<file path="src/rtl/sha256_pkg.sv">
// Shared SHA-256 definitions: schedule-reader FSM encoding, block geometry and
// the small-sigma functions also used by the compression core.
package sha256_pkg;

  localparam int WORDS_PER_BLOCK = 16;
  localparam int ROUNDS          = 64;

  typedef enum logic [1:0] {
    IDLE   = 2'd0,
    FETCH  = 2'd1,
    STREAM = 2'd2,
    DONE   = 2'd3
  } state_t;

  function automatic logic [31:0] sigma0(input logic [31:0] x);
    return {x[6:0], x[31:7]} ^ {x[17:0], x[31:18]} ^ (x >> 3);
  endfunction

  function automatic logic [31:0] sigma1(input logic [31:0] x);
    return {x[16:0], x[31:17]} ^ {x[18:0], x[31:19]} ^ (x >> 10);
  endfunction

endpackage

</file>
<file path="src/rtl/msg_schedule_reader_if.sv">
// Schedule-word stream from the reader (master) to the compression core (slave).
interface msg_schedule_reader_if;
  // A word transfers on every clock edge where w_valid && w_ready. Once w_valid
  // is high, w_data/w_idx/block_idx/block_last hold until that transfer, and
  // w_valid never depends combinationally on w_ready.
  logic [31:0] w_data;
  logic        w_valid;
  logic        w_ready;
  logic [5:0]  w_idx;
  logic        block_idx;
  logic        block_last;

  modport master (
    output w_data, w_valid, w_idx, block_idx, block_last,
    input  w_ready
  );

  modport slave (
    input  w_data, w_valid, w_idx, block_idx, block_last,
    output w_ready
  );
endinterface

</file>
<file path="src/rtl/msg_expand.sv">
// Combinational SHA-256 schedule step: given the window W[t-15..t] (W[t] in the
// top entry), produce W[t+1] for t >= 15.
module msg_expand
  import sha256_pkg::*;
(
  input  logic [31:0] i_window [16],
  output logic [31:0] o_w_next
);

  // Entry i holds W[t-15+i]: W[t-1]=14, W[t-6]=9, W[t-14]=1, W[t-15]=0.
  assign o_w_next = sigma1(i_window[14]) + i_window[9]
                  + sigma0(i_window[1])  + i_window[0];

endmodule

</file>
<file path="src/rtl/msg_schedule_reader.sv">
// Reads one or two padded 512-bit blocks from the regfile and streams the
// expanded 64-word message schedule of each block over a valid/ready port.
module msg_schedule_reader
  import sha256_pkg::*;
(
  input  logic                         clk,
  input  logic                         rst,
  input  logic                         start,
  input  logic [1:0]                   blocks_num,
  input  logic [31:0]                  padded_message,
  output logic [4:0]                   addr_rd,
  msg_schedule_reader_if.master        w_if,
  output logic                         busy,
  output logic                         done,
  output state_t                       dbg_state
);

  localparam logic [5:0] LAST_IDX       = 6'(ROUNDS - 1);
  localparam logic [5:0] LAST_FETCH_IDX = 6'(WORDS_PER_BLOCK - 1);
  localparam logic [5:0] LAST_ADDR_STEP = 6'(WORDS_PER_BLOCK - 2);

  state_t      r_state;
  logic        r_two_blk;
  logic        r_block_idx;
  logic        r_block_last;
  logic        r_w_valid;
  logic        r_busy;
  logic        r_done;
  logic [5:0]  r_w_idx;
  logic [4:0]  r_addr_rd;
  // The top entry is the word currently presented on w_data.
  logic [31:0] r_window [16];

  logic [31:0] w_expanded;
  logic [31:0] w_next_word;
  logic        w_hs;
  logic        w_unused;

  msg_expand u_expand (
    .i_window (r_window),
    .o_w_next (w_expanded)
  );

  assign w_hs        = r_w_valid && w_if.w_ready;
  assign w_next_word = (r_w_idx < LAST_FETCH_IDX) ? padded_message : w_expanded;
  assign w_unused    = blocks_num[1];

  always_ff @(posedge clk or posedge rst) begin
    if (rst) begin
      r_state      <= IDLE;
      r_two_blk    <= 1'b0;
      r_block_idx  <= 1'b0;
      r_block_last <= 1'b0;
      r_w_valid    <= 1'b0;
      r_busy       <= 1'b0;
      r_done       <= 1'b0;
      r_w_idx      <= '0;
      r_addr_rd    <= '0;
      for (int i = 0; i < 16; i++) r_window[i] <= '0;
    end else begin
      r_done <= 1'b0;
      case (r_state)
        IDLE: begin
          if (start) begin
            r_two_blk    <= blocks_num[0];
            r_block_idx  <= 1'b0;
            r_block_last <= ~blocks_num[0];
            r_busy       <= 1'b1;
            r_addr_rd    <= 5'd0;
            r_state      <= FETCH;
          end
        end
        FETCH: begin
          for (int i = 0; i < 15; i++) r_window[i] <= r_window[i+1];
          r_window[15] <= padded_message;
          r_w_idx      <= '0;
          r_w_valid    <= 1'b1;
          r_addr_rd    <= {r_block_idx, 4'd1};
          r_state      <= STREAM;
        end
        STREAM: begin
          if (w_hs) begin
            if (r_w_idx == LAST_IDX) begin
              r_w_valid <= 1'b0;
              if (r_two_blk && !r_block_idx) begin
                r_block_idx  <= 1'b1;
                r_block_last <= 1'b1;
                r_addr_rd    <= 5'd16;
                r_state      <= FETCH;
              end else begin
                r_done  <= 1'b1;
                r_state <= DONE;
              end
            end else begin
              for (int i = 0; i < 15; i++) r_window[i] <= r_window[i+1];
              r_window[15] <= w_next_word;
              r_w_idx      <= r_w_idx + 6'd1;
              // Pre-address the regfile word needed at the following handshake.
              if (r_w_idx < LAST_ADDR_STEP)
                r_addr_rd <= {r_block_idx, r_w_idx[3:0] + 4'd2};
            end
          end
        end
        DONE: begin
          r_busy  <= 1'b0;
          r_state <= IDLE;
        end
        default: r_state <= IDLE;
      endcase
    end
  end

  assign addr_rd         = r_addr_rd;
  assign w_if.w_data     = r_window[15];
  assign w_if.w_valid    = r_w_valid;
  assign w_if.w_idx      = r_w_idx;
  assign w_if.block_idx  = r_block_idx;
  assign w_if.block_last = r_block_last;
  assign busy            = r_busy;
  assign done            = r_done;
  assign dbg_state       = r_state;

endmodule
</file>
<file path="src/flat_wrapper.sv">
// flat-port wrapper written by rule: the top's interface ports become plain ports
module msg_schedule_reader_flat import sha256_pkg::*;
  (clk, rst, start, blocks_num, padded_message, addr_rd, busy, done, dbg_state, w_if_w_data, w_if_w_valid, w_if_w_idx, w_if_block_idx, w_if_block_last, w_if_w_ready);
  msg_schedule_reader_if w_if_i ();
  input  logic clk;
  input  logic rst;
  input  logic start;
  input  logic [1:0] blocks_num;
  input  logic [31:0] padded_message;
  output logic [4:0] addr_rd;
  output logic busy;
  output logic done;
  output state_t dbg_state;
  output wire logic [$bits(w_if_i.w_data)-1:0] w_if_w_data;
  output wire logic [$bits(w_if_i.w_valid)-1:0] w_if_w_valid;
  output wire logic [$bits(w_if_i.w_idx)-1:0] w_if_w_idx;
  output wire logic [$bits(w_if_i.block_idx)-1:0] w_if_block_idx;
  output wire logic [$bits(w_if_i.block_last)-1:0] w_if_block_last;
  input wire logic [$bits(w_if_i.w_ready)-1:0] w_if_w_ready;
  assign w_if_w_data = w_if_i.w_data;
  assign w_if_w_valid = w_if_i.w_valid;
  assign w_if_w_idx = w_if_i.w_idx;
  assign w_if_block_idx = w_if_i.block_idx;
  assign w_if_block_last = w_if_i.block_last;
  assign w_if_i.w_ready = w_if_w_ready;
  msg_schedule_reader u_core (.clk(clk), .rst(rst), .start(start), .blocks_num(blocks_num), .padded_message(padded_message), .addr_rd(addr_rd), .w_if(w_if_i), .busy(busy), .done(done), .dbg_state(dbg_state));
endmodule
</file>
<file path="config.mk">
export PLATFORM = sky130hd
export DESIGN_NAME = msg_schedule_reader_flat
export DESIGN_NICKNAME = d
export VERILOG_FILES = /design/src/rtl/sha256_pkg.sv /design/src/rtl/msg_schedule_reader_if.sv /design/src/rtl/msg_expand.sv /design/src/rtl/msg_schedule_reader.sv /design/src/flat_wrapper.sv
export SDC_FILE = /design/constraint.sdc
export NUM_CORES = 2
export LEC_CHECK = 0
export CORE_ASPECT_RATIO = 0.8
export CORE_MARGIN = 2
export CORE_UTILIZATION = 50
export CTS_CLUSTER_DIAMETER = 60
export DETAILED_ROUTE_END_ITERATION = 7
export PLACE_DENSITY = 0.67
export RECOVER_POWER = 25
export SYNTH_ARGS = -nofsm -noshare
export SYNTH_HDL_FRONTEND = slang
export SYNTH_SLANG_ARGS = --single-unit
</file>
<file path="constraint.sdc">
create_clock -name clk -period 20.3 [get_ports clk]
set_input_delay 2.03 -clock clk [delete_from_list [all_inputs] [get_ports clk]]
set_output_delay 2.03 -clock clk [all_outputs]
set_load 0.02 [all_outputs]
</file>
# Yosys cells after proc, flatten, opt, wreduce, memory -nomap -nowiden

Index checks and enable logic that the tools add are counted.

$add $sub $neg: 5
Order comparisons: 2
Equal/unequal tests: 11
Multiplexer cells: 34
Bitwise gates (word level): 5
Reductions and logical operators: 15

Operators by type and width:

| kind                | count |
|---|---|
| $mux 512            | 2 |
| $pmux 512 s2        | 1 |
| $add 32x32->32      | 3 |
| $xor 32x32->32      | 2 |
| $mux 32             | 1 |
| $xor 32x22->32      | 1 |
| $xor 32x29->32      | 1 |
| $mux 5              | 5 |
| $pmux 5 s3          | 1 |
| $lt 6x4->1 const B  | 2 |
| $mux 1              | 12 |
| $mux 6              | 2 |
| $pmux 6 s2          | 1 |
| $reduce_and 5->1    | 2 |
| $reduce_and 3->1    | 3 |
| $mux 2              | 4 |
| $pmux 1 s2          | 4 |
| $pmux 2 s4          | 1 |
| $add 6x1->6 const B | 1 |
| $eq 6x6->1 const B  | 1 |
| $ne 2x1->1 const B  | 3 |
| $reduce_bool 2->1   | 3 |
| $add 4x2->4 const B | 1 |
| $eq 2x2->1 const B  | 2 |
| other kinds (10)    | 13 |

Bits in registers: 531
Input port bits: 38
Output and inout port bits: 50
Logic and storage cells: 97

# Longest topological paths before layout

Word-level depth: 9
Mapped depth: 19
Gate-level depth less buffers: 18

# Modules after synthesis

A second synthesis with hierarchy kept.

Cells, all modules: 1852
Area total of the unflattened synthesis: 25199.2 µm²

Modules (own cells, without submodules):

| module              | times used | cells an instance | area each (µm²) | sequential area each (µm²) |
|---|---|---|---|---|
| msg_schedule_reader | 1          | 1294              | 20648.6         | 13287.7 |
| msg_expand          | 1          | 558               | 4550.6          | 0.0 |

# Worst setup path after synthesis

Ideal clock, no wire load.

Path kind: flip-flop to flip-flop
From: reg u_core.r_window[456] in the netlist's numbering
To: reg u_core.r_window, in the netlist u_core.w_if.w_data[31]
Library setup time: 0.069 ns
Data arrival time: 3.867 ns
Path slack: 16.364 ns
Cell stages (with the launch flop): 20
Buffers on the path: 1
Cell sequence: dfrtp_1 clkbuf_1 xnor2_1 xnor2_1 fa_1 inv_1 fa_1 inv_1 ha_1 inv_1 fa_1 nand2b_1 a21oi_1 o21ai_0 o211ai_1 nand2_1 o21ai_1 a21oi_1 or4_1 nand3_1

Word-level cells in the longest chain between the ends: 8

RTL lines:

| what                           | line                      | source |
|---|---|---|
| start: declaration             | msg_schedule_reader.sv:32 | `logic [31:0] r_window [16];` |
| $xor 32x32->32                 | sha256_pkg.sv:16          | `return {x[6:0], x[31:7]} ^ {x[17:0], x[31:18]} ^ (x >> 3);` |
| $xor 32x29->32 *               | sha256_pkg.sv:16          |  |
| $add 32x32->32 * (2 in series) | msg_expand.sv:12          | `+ sigma0(i_window[1]) + i_window[0];` |
| $mux 32 *                      | msg_schedule_reader.sv:45 | `assign w_next_word = (r_w_idx < LAST_FETCH_IDX) ? padded_message : w_expanded;` |
| $mux 512 *                     | msg_schedule_reader.sv:83 | `if (r_w_idx == LAST_IDX) begin` |
| $mux 512 *                     | msg_schedule_reader.sv:82 | `if (w_hs) begin` |
| $pmux 512 s2 *                 | msg_schedule_reader.sv:62 | `case (r_state)` |

Mark *: on every way between the ends. The rest lies on a longest branch, timed or not. The select of a mux whose other input is x is not followed.
A chain may end at the register's enable or synchronous reset.

==> flow_metrics.py <==
metrics = {
    "final_layout": {
        "fill_cells": 4423,
        "final_cell_mix": "1,448 x nand2_1, 531 x dfrtp_1, 145 x inv_1",
        "layout-drive-gt1-share_pct": 3.925,
        "diodes": 0,
        "nets": 2974,
        "layout.cells.most_common": "nand2_1",
        "synthToLayoutAreaGrowth_pct": 11.02,
    },
    "cts": {
        "cts_sinks": 531,
        "hold_buffers": 0,
        "h-tree-depth": 2,
        "numCtsBuffers": 53,
        "clk-insertion-delay-late_ps": 610,
        "cts_tree": "done",
        "path_clk_slew_ps": 60,
        "cts_setup_buffers": 0,
        "clockBufferDepth": 3,
        "cts_resized": 0,
        "root_buffer": "clkbuf_16",
    },
    "routing": {
        "drc": 0,
        "wire_per_inst_um": 16.59,
        "drt_iter0_drc": 1698,
        "viasPerCell": 5.070,
        "dr.pass1.iters": 5,
        "vias": 18020,
        "ant_nets": 0,
        "routed_wl_um": 58970,
    },
    "floorplan": {
        "die_y_um": 204.1,
        "io_pins": 88,
        "initial_core_util_pct": 50.46,
        "core_um2": 49600,
        "die_area_um2": 51860,
        "die_w_um": 254.1,
        "rows": 73,
    },
    "sta": {
        "tightest_slew_ps": 4454,
        "setup_viol": 0,
        "period_share_pct": 39.24,
        "rsz0062_at_grt": "no",
        "fmax_mhz": 125.5,
        "relSlewSlack_pct": -198.5,
        "fin_crit_ps": 7966,
        "tns_ps": 0,
        "fin_skew_ps": 22.36,
        "finalMaxSlewViolations": 265,
        "hold_viol": 0,
    },
    "global_route": {
        "antenna_found_initial": 1,
        "grt_overflow": 0,
        "grt_pass1_vias": 17450,
        "grt_pass1_wl_um": 95410,
        "grt_usage_pct": 23.46,
        "grt_max_degree": 239,
    },
    "setup_path": {
        "max_stage_delay_ps": 2470,
        "reg2reg_slack_ps": 14490,
        "cp.arrival_ps": 8530,
        "crit_start": "rst",
        "setup.worst_path.end": "u_core.r_window[441]$_DFFE_PP0P_",
        "crit_chain": "dlygate4sd3_1, clkinvlp_2, clkbuf_1, buf_4",
        "cp.required_ps": 20870,
        "crit_fanout": 95,
        "r2r-end": "u_core.w_if.w_data[29]$_DFFE_PP0P_",
        "path_delay_family": "buffers and inverters",
        "worst-path-buf-inv": 4,
        "cp-start-kind": "input port",
        "slowest_stage": "clkinvlp_2",
        "crit_type": "input port to async pin",
        "cp_num_cells": 4,
        "rr_worst_depth": 10,
        "r2r-start": "u_core.w_if.w_idx[0]$_DFFE_PP0P_",
        "end_kind": "async pin",
    },
    "synthesis": {
        "synth_seq_cells": 531,
        "synth_cell_types": 50,
        "synthArstFlopShare_pct": 100.0,
        "synth_enable_flop_cells": 0,
        "syn-mean-instance-area_um2": 8.641,
        "yosys.area_share.simple_pct": 23.94,
        "synth_xor_area_share_pct": 5.145,
        "yosys_warnings": 0,
        "synth_nets": 3033,
        "synth_cells": 2896,
        "synth_area_leader_cell": "dfrtp_1",
        "synth_top_family_by_area": "simple AND/OR/NAND/NOR gates",
        "synth_ff_type": "dfrtp_1",
        "ys_seq_area_share_pct": 53.10,
        "synth_top_area_share_pct": 53.10,
        "synth_fa_ha_area_share_pct": 6.810,
        "synthMuxAreaShare_pct": 0.3050,
        "syn_area_um2": 25020,
        "synth_area_leaders": "dfrtp_1 53%, nand2_1 22%, fa_1 5.0%",
        "synth_compound_area_share_pct": 4.635,
    },
    "min_path": {
        "hold_class": "flip-flop to flip-flop",
    },
    "place": {
        "io_buffers": 86,
        "place_hpwl_um": 39480,
        "gp_congestion": 0.8780,
    },
    "run_status": {
        "status": "finished with violations",
        "violations": "capacitance limit, slew limit",
    },
    "run": {
        "maxCapViolCount": 4,
    },
}
## worst min-delay path, cell delays in order (launching register included)
cell	delay, ps
dfrtp_1	340
nand2_1	50
nand2_1	50
## metal layers
layer,vias to the layer above,GRT usage [%],routed length [µm]
met3,78,3.846,3267
li1,8655,-,-
met1,8893,35.16,27910
met4,0,5.504,1224
met5,-,0,0
met2,392,35.87,26570
## synth_stat cells (all sizes together), types with 2 or more instances
master   number
nor2         52
o31ai         5
nand4         8
mux2i         5
nand3        21
nor2b         3
o21a          4
or3           2
o211ai        6
ha           37
a21oi        57
buf          83
inv         146
nand2      1449
o2bb2ai       2
clkbuf      131
nor3b         2
nand2b        3
xnor2       118
a31o          2
o21ai        72
o21bai        4
and3         12
nor3          5
fa           62
xor2         29
a21o         13
mux2          2
dfrtp       531
a31oi        15
a311oi        4
## how the worst min path moves through the flow
| stage | from | slack (ps) | cells after the start | to |
|---|---|---|---|---|
| after global placement | u_core.r_window[171]$_DFFE_PP0P_ | 440 | 2 | u_core.r_window[203]$_DFFE_PP0P_ |
| final | u_core.r_window[399]$_DFFE_PP0P_ | 460 | 2 | u_core.r_window[431]$_DFFE_PP0P_ |
| after global routing | u_core.r_window[182]$_DFFE_PP0P_ | 480 | 2 | u_core.r_window[214]$_DFFE_PP0P_ |
| after detailed placement | u_core.r_window[182]$_DFFE_PP0P_ | 450 | 2 | u_core.r_window[214]$_DFFE_PP0P_ |
| after CTS | u_core.r_window[406]$_DFFE_PP0P_ | 460 | 2 | u_core.r_window[438]$_DFFE_PP0P_ |
| after floorplan | u_core.r_window[68]$_DFFE_PP0P_ | 440 | 2 | u_core.r_window[100]$_DFFE_PP0P_ |
## stage by stage
step | cells | hold WS [ps] | cell area, µm² | utilization (%) | setup WS (ps)
CTS | 3554 | 458.8 | 27800 | 56.05 | 15330
finish | 3554 | 455.3 | 27780 | 56.02 | 12330
detailed placement | 3457 | 450.8 | 25930 | 52.29 | 14670
global placement | 3457 | 445.0 | 25930 | 52.29 | 14690
global route | 3554 | 477.2 | 27780 | 56.02 | 10990
floorplan | 2896 | 438.6 | 25020 | - | 3431
## cell families after synthesis
group,count (synthesis)
AND/OR/NAND/NOR,1560
AO/OA/AOI/OAI,192
XOR/XNOR,147
flip-flops,531
adder cells (fa/ha/maj),99
multiplexers,7
buffers and inverters,360
## final cells by class
cell class | instances | area [µm²] | share of cell area, %
Timing Repair Buffer | 100 | 996.0 | 3.585
Multi-Input combinational cell | 2005 | 10240 | 36.85
Sequential cell | 531 | 13290 | 47.83
Clock inverter | 23 | 340.3 | 1.225
Inverter | 146 | 549.3 | 1.977
Clock buffer | 74 | 1525 | 5.490
Tap cell | 675 | 844.6 | 3.040
## flip-flops by register name, summed over array words and instances, names as in the netlist, 2 cells and up
register            flops
u_core.w_if.w_idx       6
u_core.r_window       480
u_core.dbg_state        2
u_core.addr_rd          5
u_core.w_if.w_data     32
Power is not shown: default switching activity piles up to over one toggle a cycle in this logic, so the estimate is an artifact.
